==> src/rtl/dcache_pkg.sv <==
// Shared types and constants for the 2-way write-back data cache controller.
package dcache_pkg;

    localparam int NUM_WAYS = 2;

    localparam logic DATA_SEL_CPU  = 1'b0;
    localparam logic DATA_SEL_PMEM = 1'b1;
    localparam logic ADDR_SEL_CPU  = 1'b0;
    localparam logic ADDR_SEL_WB   = 1'b1;

    typedef enum logic [1:0] {
        IDLE,
        COMPARE,
        WRITEBACK,
        ALLOCATE
    } dcache_state_t;

endpackage

==> src/rtl/dcache_ctrl.sv <==
// Control FSM for the 2-way set-associative write-back data cache.
// Optional hit/miss performance counters are enabled with `define DCACHE_PERF_CNT_EN.
module dcache_ctrl
    import dcache_pkg::*;
#(
    parameter int CNT_W = 32
) (
    input  logic                clk,
    input  logic                rst_n,
    input  logic                mem_read,
    input  logic                mem_write,
    input  logic [NUM_WAYS-1:0] hit,
    input  logic                lru_out,
    input  logic [NUM_WAYS-1:0] dirty_out,
    input  logic                pmem_resp,
    output logic                mem_resp,
    output logic                pmem_read,
    output logic                pmem_write,
    output logic [NUM_WAYS-1:0] tag_load,
    output logic [NUM_WAYS-1:0] valid_load,
    output logic [NUM_WAYS-1:0] dirty_load,
    output logic                dirty_in,
    output logic                lru_load,
    output logic                lru_in,
    output logic [NUM_WAYS-1:0] data_we,
    output logic                data_sel,
    output logic                addr_sel
`ifdef DCACHE_PERF_CNT_EN
    ,
    output logic [CNT_W-1:0]    hit_count,
    output logic [CNT_W-1:0]    miss_count
`endif
);

    dcache_state_t r_state;
    logic          r_victim;

    logic                w_req;
    logic                w_hit_any;
    logic                w_hit_way;
    logic [NUM_WAYS-1:0] w_hit_mask;
    logic [NUM_WAYS-1:0] w_victim_mask;

    assign w_req         = mem_read | mem_write;
    assign w_hit_any     = |hit;
    // Way 0 wins if the datapath ever reports both ways hitting.
    assign w_hit_way     = ~hit[0];
    assign w_hit_mask    = w_hit_way ? 2'b10 : 2'b01;
    assign w_victim_mask = r_victim ? 2'b10 : 2'b01;

    // NOTE: state uses non-blocking assignments and an asynchronous reset so that
    // an rst_n assertion forces IDLE (and silences every strobe) without waiting for clk.
    always_ff @(posedge clk or negedge rst_n) begin
        if (!rst_n) begin
            r_state  <= IDLE;
            r_victim <= 1'b0;
        end else begin
            case (r_state)
                IDLE: begin
                    if (w_req) r_state <= COMPARE;
                end
                COMPARE: begin
                    if (!w_req || w_hit_any) begin
                        r_state <= IDLE;
                    end else begin
                        r_victim <= lru_out;
                        r_state  <= dirty_out[lru_out] ? WRITEBACK : ALLOCATE;
                    end
                end
                WRITEBACK: begin
                    if (pmem_resp) r_state <= ALLOCATE;
                end
                ALLOCATE: begin
                    if (pmem_resp) r_state <= COMPARE;
                end
                default: r_state <= IDLE;
            endcase
        end
    end

    // NOTE: every output gets a default before the case so no path leaves one unassigned
    // (which would infer a latch).
    always_comb begin
        mem_resp   = 1'b0;
        pmem_read  = 1'b0;
        pmem_write = 1'b0;
        tag_load   = '0;
        valid_load = '0;
        dirty_load = '0;
        dirty_in   = 1'b0;
        lru_load   = 1'b0;
        lru_in     = 1'b0;
        data_we    = '0;
        data_sel   = DATA_SEL_CPU;
        addr_sel   = ADDR_SEL_CPU;
        case (r_state)
            COMPARE: begin
                if (w_req && w_hit_any) begin
                    mem_resp = 1'b1;
                    lru_load = 1'b1;
                    lru_in   = ~w_hit_way;
                    if (mem_write) begin
                        data_we    = w_hit_mask;
                        data_sel   = DATA_SEL_CPU;
                        dirty_load = w_hit_mask;
                        dirty_in   = 1'b1;
                    end
                end
            end
            WRITEBACK: begin
                pmem_write = 1'b1;
                addr_sel   = ADDR_SEL_WB;
            end
            ALLOCATE: begin
                pmem_read = 1'b1;
                addr_sel  = ADDR_SEL_CPU;
                if (pmem_resp) begin
                    data_we    = w_victim_mask;
                    data_sel   = DATA_SEL_PMEM;
                    tag_load   = w_victim_mask;
                    valid_load = w_victim_mask;
                    dirty_load = w_victim_mask;
                    dirty_in   = 1'b0;
                end
            end
            default: ;
        endcase
    end

`ifdef DCACHE_PERF_CNT_EN
    if (1'b1) begin : g_perf_cnt
        logic             r_after_alloc;
        logic [CNT_W-1:0] r_hit_count;
        logic [CNT_W-1:0] r_miss_count;

        // The re-compare that closes a miss is not a genuine hit.
        always_ff @(posedge clk or negedge rst_n) begin
            if (!rst_n) begin
                r_after_alloc <= 1'b0;
                r_hit_count   <= '0;
                r_miss_count  <= '0;
            end else begin
                r_after_alloc <= (r_state == ALLOCATE) && pmem_resp;
                if (r_state == COMPARE && w_req) begin
                    if (w_hit_any) begin
                        if (!r_after_alloc && r_hit_count != '1)
                            r_hit_count <= r_hit_count + 1'b1;
                    end else if (r_miss_count != '1) begin
                        r_miss_count <= r_miss_count + 1'b1;
                    end
                end
            end
        end

        assign hit_count  = r_hit_count;
        assign miss_count = r_miss_count;
    end
`endif

endmodule

==> config.mk <==
export PLATFORM = sky130hd
export DESIGN_NAME = dcache_ctrl
export DESIGN_NICKNAME = d
export VERILOG_FILES = /design/src/rtl/dcache_pkg.sv /design/src/rtl/dcache_ctrl.sv
export SDC_FILE = /design/constraint.sdc
export NUM_CORES = 1
export LEC_CHECK = 0
export BUFFER_PORTS_ARGS = -buffer_cell sky130_fd_sc_hd__buf_2
export CAP_MARGIN = 20
export CORE_AREA = 2 2 39 41
export CTS_CLUSTER_DIAMETER = 150
export CTS_CLUSTER_SIZE = 40
export DETAILED_ROUTE_END_ITERATION = 10
export DIE_AREA = 0 0 41 43
export HOLD_SLACK_MARGIN = 0.12
export MAX_ROUTING_LAYER = met4
export PLACE_DENSITY_LB_ADDON = 0.12
export SLEW_MARGIN = 20
export SYNTH_ARGS = -nofsm -noshare
export SYNTH_HDL_FRONTEND = slang
export SYNTH_SLANG_ARGS = --single-unit
==> constraint.sdc <==
create_clock -name clk -period 1.7 [get_ports clk]
set_input_delay 0.17 -clock clk [delete_from_list [all_inputs] [get_ports clk]]
set_output_delay 0.17 -clock clk [all_outputs]
set_load 0.01 [all_outputs]
==> results.cfg, run 1 <==
[clocking]
h-tree-depth = 1
clk_pin_slew_worst_paths_ps = 40
cts_tree = yes
cts_sinks = 3
clkLatencyLatePin_ps = 230
cts_max_path_buffers = 2
cts_root_buf = clkbuf_4
numCtsBuffers = 3

[route]
drt-total-wl_um = 813
wl_per_cell_um = 10.0
ant_nets = 0
avgViaCountPerCell = 4.41
route.detailed.drc = 0
firstDrtPassIters = 2
routed-via-count = 357
drt-initial-drc-count = 4

[finish]
layout-area-overhead-vs-synth_pct = 36.9
nets = 80
layout_commonest_cell = buf_2
diodes = 0
final_util_pct = 37.3
drive_above_1_share_pct = 55.4
final_cell_mix = buf_2 (25), inv_1 (5)

[worst_setup_path]
start_kind = register
timing.rr.start = r_state[0]
r2r-end = r_state[1]
required_ps = 1530
endpoint_kind = primary output
cp_max_fo = 4
timing.reg2reg.setup_slack_ps = 290
worstSetupPathType = reg -> out
arrival_ps = 1400
reg2reg_depth = 5

[synth]
syn-cell-area_um2 = 377
synth_edf_count = 0
ys_seq_elements = 3
ys.warnings.count = 0
synth_mux_area_share_pct = 6.64
synth_async_sr_flop_share_pct = 100
ys_types = 24
synth_compound_area_share_pct = 21.6
synth_top_area_share_pct = 19.9
yosysSeqAreaShare_pct = 19.9
syn_inst = 41
synth_area_leader_cell = dfrtp_1
synthSimpleGateAreaFrac_pct = 21.6
synth-adder-area-share_pct = 13.3
synthXorXnorAreaFrac_pct = 0
synthFlopType = dfrtp_1
synth_nets = 55
ys_top_cells_by_area = dfrtp_1 (20%), ha_1 (13%), buf_4 (12%)
post_synth.cell_area_avg_um2 = 9.19
synth_top_family_by_area = compound AO/OA/AOI/OAI gates

[place]
globalplace.congestion = 0.619
dp_hpwl_um = 683
dp_slack_ps = 290
io_buffers = 25

[die]
num_rows = 14
die_w_um = 41
io_pins = 26
fp.dieH_um = 43
die-area_mm2 = 0.00176
initial_utilization_pct = 27.2
core_mm2 = 0.00138

[grt]
grt_pass1_vias = 316
antenna_found_initial = 0
grtUsageTotal_pct = 11.2
grt_pass1_wl_um = 1220
grt_max_degree = 6
overflow = 0

[timing]
fin_ws_ps = 132
rsz0062_at_grt = false
skew_ps = 1.66
hold_viol = 0
setup_viol = 0
fin_crit_sh_pct = 92.3
slew_headroom_pct = 81.6
tns_ps = 0
maxSlewViolCount = 0
final.min_clock_period_ps = 1570
clock.fmax_ghz = 0.638
worst_pin_slew_ps = 276

[pwr]
p_sw_share_pct = 41.4
p_int_mw = 0.379
switching_power_mw = 0.268
power.leakage_nw = 0.319
p_seq_share_pct = 21.3
cellPowerDensity_mw_per_mm2 = 1260
irDropWorstVdd_mv = 0.597
p_comb_share_pct = 59.2
clock_power_share_pct = 19.6

[outcome]
outcome = finished, final reports clean

[min_path]
hold_path_depth = 2
hold_end = r_victim
hold_start = lru_out
hp-class = in -> reg

[flow_run]
drv_cap = 0
## synthesized netlist by cell type (2+ instances only)
library cell  count
ha_1              4
buf_4             6
dfrtp_1           3
nor2_1            2
inv_1             5
nand2_1           3
## cells by family after synthesis
kind of cell,Yosys count
AOI/OAI and AO/OA,9
adders and majority gates,4
buffers and inverters,11
DFF,3
muxes,2
and+or+nand+nor,12
## worst max path at each step
stage	to	depth (start not counted)	slack, ps	from
finish	dirty_load[1]	4	130	r_state[1]
global route	dirty_load[1]	6	10	r_state[1]
CTS	dirty_load[1]	4	110	r_state[1]
detailed placement	r_state[1]	5	290	r_state[0]
global placement	r_state[0]	5	340	r_state[0]
floorplan	dirty_load[1]	4	290	r_state[0]
## timing repair
item | CTS | global route
hold endpoints to repair | 3 | 0
setup endpoints to repair | 0 | 2
hold buffers | 1 | 0
resized for setup | 0 | 1
buffers inserted | 0 | 0
## sequential cells by signal, indices dropped and copies added (netlist names)
name	cells
r_victim	1
r_state	2
## stage by stage
step	area [um2]	power, mW	cells	hold slack, ps
6_report	515	0.648	81	200
5_1_grt	515	0.724	81	192
4_1_cts	513	0.664	81	191
3_5_place_dp	477	0.529	76	-33.4
3_3_place_gp	477	0.529	76	-28.7
2_1_floorplan	377	0.433	41	-126
## final cells by class
| type | instances | area, um2 |
|---|---|---|
| fill | 157 | 868 |
| tap | 16 | 20.0 |
| clock buffer | 4 | 26.3 |
| inverter | 5 | 18.8 |
| timing repair buffer | 26 | 135 |
| multi-input combinational | 27 | 240 |
| sequential | 3 | 75.1 |
## routing by layer
layer	GRT usage (%)	share of wire [%]	vias to the layer above
met4	12.0	2.0	0
met2	14.7	47	17
met3	3.14	8.5	2
li1	-	-	182
met1	12.3	42	156
met5	-	0	-
## critical path, cell delays in order (launching register included)
cell,delay [ps]
dfrtp_1,410
ha_1,240
and3_1,220
a21o_1,160
buf_2,130
## power by group through the flow
stage	Combinational, mW	Clock [mW]	Sequential (mW)
after global placement	0.393	0	0.136
final	0.383	0.127	0.138
after detailed placement	0.388	0	0.140
after floorplan	0.305	0	0.128
after CTS	0.390	0.134	0.140
after global routing	0.436	0.144	0.144
No activity file was read; power rests on OpenSTA's default activity.
==> run 2: changes to the inputs <==
- ABC_AREA: not set -> 1
- CAP_MARGIN: 20 -> not set
- SLEW_MARGIN: 20 -> not set
==> results.cfg, run 2 <==
[outcome]
outcome = finished, final reports clean

[min_path]
hp-class = in -> reg

[clocking]
numCtsBuffers = 3
clkLatencyLatePin_ps = 230
cts_tree = yes
cts_max_path_buffers = 2
cts_sinks = 3
h-tree-depth = 1
clk_pin_slew_worst_paths_ps = 40
cts_root_buf = clkbuf_4

[finish]
final_cell_mix = buf_2 (25), inv_1 (9), nor2_1 (9), nand2_1 (8), ha_1 (4)
fin_cells = 94
multiInputGateArea_um2 = 226
fillers = 164
layout-area-overhead-vs-synth_pct = 35.5
largest_reg_flops = 2
regMostFlops = r_state
diodes = 0
top_regs = r_state: 2 flops, r_victim: 1 flops
drive_above_1_share_pct = 46.2
seq_area_um2 = 75.1
nets = 93
layout_commonest_cell = buf_2

[synth]
ys_top_cells_by_area = dfrtp_1 (20%), ha_1 (13%), buf_4 (12%)
synth_edf_count = 0
synth_async_sr_flop_share_pct = 100
post_synth.cell_area_avg_um2 = 7.11
syn-cell-area_um2 = 384
synthFlopType = dfrtp_1
synth_area_leader_cell = dfrtp_1
synthTopCellsByCount = inv_1 (9), nor2_1 (9), nand2_1 (8)
synth_top_area_share_pct = 19.5
ys_types = 19
ys.warnings.count = 0
syn_inst = 54
synth_nets = 68
yosysSeqAreaShare_pct = 19.5
ys_seq_elements = 3

[place]
dp_hpwl_um = 691
placed_cells = 89
io_buffers = 25
globalplace.congestion = 0.783

[grt]
overflow = 0
grt_pass1_wl_um = 1170
grt_pass1_vias = 299
grt_max_degree = 6
antenna_found_initial = 0
grtUsageTotal_pct = 10.0

[pwr]
p_sw_share_pct = 45.5
irDropWorstVdd_mv = 0.520
p_seq_share_pct = 21.3
cellPowerDensity_mw_per_mm2 = 1210
clock_power_share_pct = 19.4
p_int_mw = 0.344
switching_power_mw = 0.287
p_comb_share_pct = 59.2
power.leakage_nw = 0.336

[worst_setup_path]
required_ps = 1530
endpoint_kind = primary output
crit_buf_inv = 1
cp_cell_sequence = ha_1, nand2_1, nor2_1, a31o_2, buf_2
cpLargestDelayFamily = flip-flops
worstSetupPathType = reg -> out
crit_slowest_cell = dfrtp_1
start_kind = register
cp_max_fo = 4
critical_path.max_stage_delay_ps = 400
arrival_ps = 1430

[route]
ant_nets = 0
wl_per_cell_um = 8.98
drt-total-wl_um = 844
avgViaCountPerCell = 4.03
routed-via-count = 379
firstDrtPassIters = 2
drt-initial-drc-count = 2
route.detailed.drc = 0

[timing]
slew_headroom_pct = 85.4
hold_viol = 0
fin_crit_sh_pct = 94.2
clock.fmax_ghz = 0.624
maxSlewViolCount = 0
skew_ps = 0.237
rsz0062_at_grt = false
setup_viol = 0
hold_ws_ps = 236
worst_pin_slew_ps = 218
final.min_clock_period_ps = 1600
tns_ps = 0

[die]
initial_utilization_pct = 27.8
die-area_mm2 = 0.00176
core_mm2 = 0.00138
fp.dieH_um = 43
io_pins = 26
die_w_um = 41
num_rows = 14

[flow_run]
drv_cap = 0
==> run 2: cell families after synthesis <==
group	Yosys count	share of synthesized area (%)
adder cells (fa/ha/maj)	4	13.0
buffers and inverters	16	21.5
AND/OR/NAND/NOR	25	35.5
flip-flops	3	19.5
AO/OA/AOI/OAI	6	10.4
==> run 2: final cells by class <==
type | instances | share of cell area, %
well taps | 16 | 3.85
multi-input cells | 35 | 43.5
flip-flops and latches | 3 | 14.4
inverters | 10 | 7.21
repair buffers | 26 | 26.0
clock buffers | 4 | 5.05
==> run 2: tightest hold or removal path: stages <==
cell	delay, ps
buf_2	110
nor2_1	90
a21oi_1	50
==> run 2: metrics by stage <==
step           utilization (%)  cell area (um2)  total power [mW]  worst slack, ps
2_1_floorplan                -              384             0.422              246
4_1_cts                   37.6              520             0.644             78.6
5_1_grt                   37.6              520             0.704             1.89
3_3_place_gp              35.0              484             0.513              344
6_report                  37.6              520             0.631             98.4
3_5_place_dp              35.0              484             0.510              331
==> run 2: power groups by stage <==
stage | combinational (mW) | clock [mW] | sequential, mW
2_1_floorplan | 0.296 | 0 | 0.126
3_3_place_gp | 0.379 | 0 | 0.135
3_5_place_dp | 0.375 | 0 | 0.136
4_1_cts | 0.378 | 0.131 | 0.135
5_1_grt | 0.424 | 0.137 | 0.142
6_report | 0.373 | 0.123 | 0.135
==> run 2: repair_timing <==
action,4_1_cts,5_1_grt
buffers inserted,0,0
hold endpoints to repair,3,0
gates resized for setup,0,0
hold buffers,1,0
==> run 2: per-layer routing <==
metal | track usage (%) | vias up | share of wire, % | wire length, um
met5 | - | - | 0 | 0
met4 | 6.00 | 0 | 0 | 0
met3 | 2.09 | 0 | 9.0 | 76
met2 | 14.7 | 15 | 47 | 396
met1 | 12.0 | 154 | 44 | 371
li1 | - | 210 | - | -
==> run 2: worst paths after layout <==
path | startpoint | cells after the start | slack [ps] | endpoint
max reg2reg | r_state[0] | 6 | 420 | r_state[0]
min | lru_out | 3 | 240 | r_victim
min reg2reg | r_victim | 2 | 570 | r_victim
max in group asynchronous | rst_n | 2 | 1330 | r_victim
max | r_state[0] | 5 | 100 | dirty_load[0]
min in group asynchronous | rst_n | 2 | 270 | r_state[0]
==> run 3: changes to the inputs <==
- CORE_AREA: 2 2 39 41 -> 8 8 45 47
- DIE_AREA: 0 0 41 43 -> 0 0 53 55
==> results.cfg, run 3 (same netlist as run 2, synthesis figures left out) <==
[pwr]
power.leakage_nw = 0.336
cellPowerDensity_mw_per_mm2 = 1210
irDropWorstVdd_mv = 0.598

[clocking]
cts_max_path_buffers = 2
cts_root_buf = clkbuf_4
cts_tree = yes
clkLatencyLatePin_ps = 230
numCtsBuffers = 3
h-tree-depth = 1
cts_setup_buffers = 0
cts_sinks = 3
clk_pin_slew_worst_paths_ps = 40

[place]
dp_hpwl_um = 842
dp_slack_ps = 331
io_buffers = 25
globalplace.congestion = 0.809

[finish]
layout_commonest_cell = buf_2
diodes = 0
regMostFlops = r_state
nets = 93
final_cell_mix = buf_2 (25), inv_1 (9), nor2_1 (9), nand2_1 (8), ha_1 (4)
largest_reg_flops = 2
fillers = 162
top_regs = r_state: 2 flops, r_victim: 1 flops
layout-area-overhead-vs-synth_pct = 35.5
drive_above_1_share_pct = 46.2

[timing]
hold_viol = 0
worst_pin_slew_ps = 241
slew_headroom_pct = 83.8
rsz0062_at_grt = false
fin_ws_ps = 102
fin_crit_sh_pct = 94.0
maxSlewViolCount = 0
clock.fmax_ghz = 0.626
final.min_clock_period_ps = 1600
setup_viol = 0
skew_ps = 0.523
tns_ps = 0

[die]
initial_utilization_pct = 27.8
fp.dieH_um = 55
core_mm2 = 0.00138
io_pins = 26
num_rows = 14
die-area_mm2 = 0.00292
die_w_um = 53

[route]
avgViaCountPerCell = 4.15
ant_nets = 0
route.detailed.drc = 0
drt-initial-drc-count = 2
firstDrtPassIters = 2
drt-total-wl_um = 973
wl_per_cell_um = 10.4
routed-via-count = 390

[worst_setup_path]
crit_slowest_cell = dfrtp_1
cpLargestDelayFamily = flip-flops
arrival_ps = 1430
endpoint_kind = primary output
required_ps = 1530
cp_max_fo = 4
cp_cell_sequence = ha_1, nand2_1, nor2_1, a31o_2, buf_2
critical_path.max_stage_delay_ps = 400
worstSetupPathType = reg -> out
crit_buf_inv = 1
start_kind = register

[flow_run]
drv_cap = 0

[outcome]
outcome = finished, final reports clean

[min_path]
hp-class = in -> reg

[grt]
grt_pass1_vias = 378
antenna_found_initial = 0
overflow = 0
grtUsageTotal_pct = 6.82
grt_pass1_wl_um = 1440
grt_max_degree = 6
## run 3: path summary, 6_finish.rpt
path	cells after the start	start	endpoint	slack, ps
min in group asynchronous	2	rst_n	r_state[0]	280
worst max-delay path	5	r_state[0]	data_we[0]	100
worst max register to register	6	r_state[0]	r_state[0]	410
worst min-delay path	3	lru_out	r_victim	240
worst min register to register	2	r_state[1]	r_state[1]	560
max in group asynchronous	2	rst_n	r_victim	1320
## run 3: area by class of cell
| class | instances | area (um2) | share of cell area (%) |
|---|---|---|---|
| multi-input cells | 35 | 226 | 43.5 |
| flip-flops and latches | 3 | 75.1 | 14.4 |
| repair buffers | 26 | 135 | 26.0 |
| clock buffers | 4 | 26.3 | 5.05 |
| inverters | 10 | 37.5 | 7.21 |
| well taps | 16 | 20.0 | 3.85 |
## run 3: per-stage QoR
step                      cell area (um2)  util [%]  power (mW)  std cells  hold WS (ps)
final                                 520      37.6       0.630         94           238
after CTS                             520      37.6       0.646         94           230
after global placement                484      35.0       0.519         89         -31.3
after global routing                  520      37.6       0.700         94           251
after floorplan                       384         -       0.422         54          -126
after detailed placement              484      35.0       0.513         89         -33.7
## run 3: layer usage
layer / GRT usage (%) / share of wire [%]
met4: 5.17 / 0
met5: - / 0
met1: 7.00 / 40
met2: 11.5 / 47
met3: 1.07 / 13
## run 3: timing repair
item | 4_1_cts | 5_1_grt
hold endpoints to repair | 3 | 0
hold buffers | 1 | 0
gates resized for setup | 0 | 0
## run 3: worst register-to-register path, stage by stage (launching register included)
cell and delay (ps):
dfrtp_1 390, inv_1 80, ha_1 270, o21bai_2 180, nand3_1 100, nor2_1 110, nor2_1 50
## run 3: where the power goes
part           switching (mW)  internal [mW]  total (mW)
combinational           0.223          0.152       0.374
clock                  0.0342         0.0878       0.122
sequential             0.0295          0.104       0.134
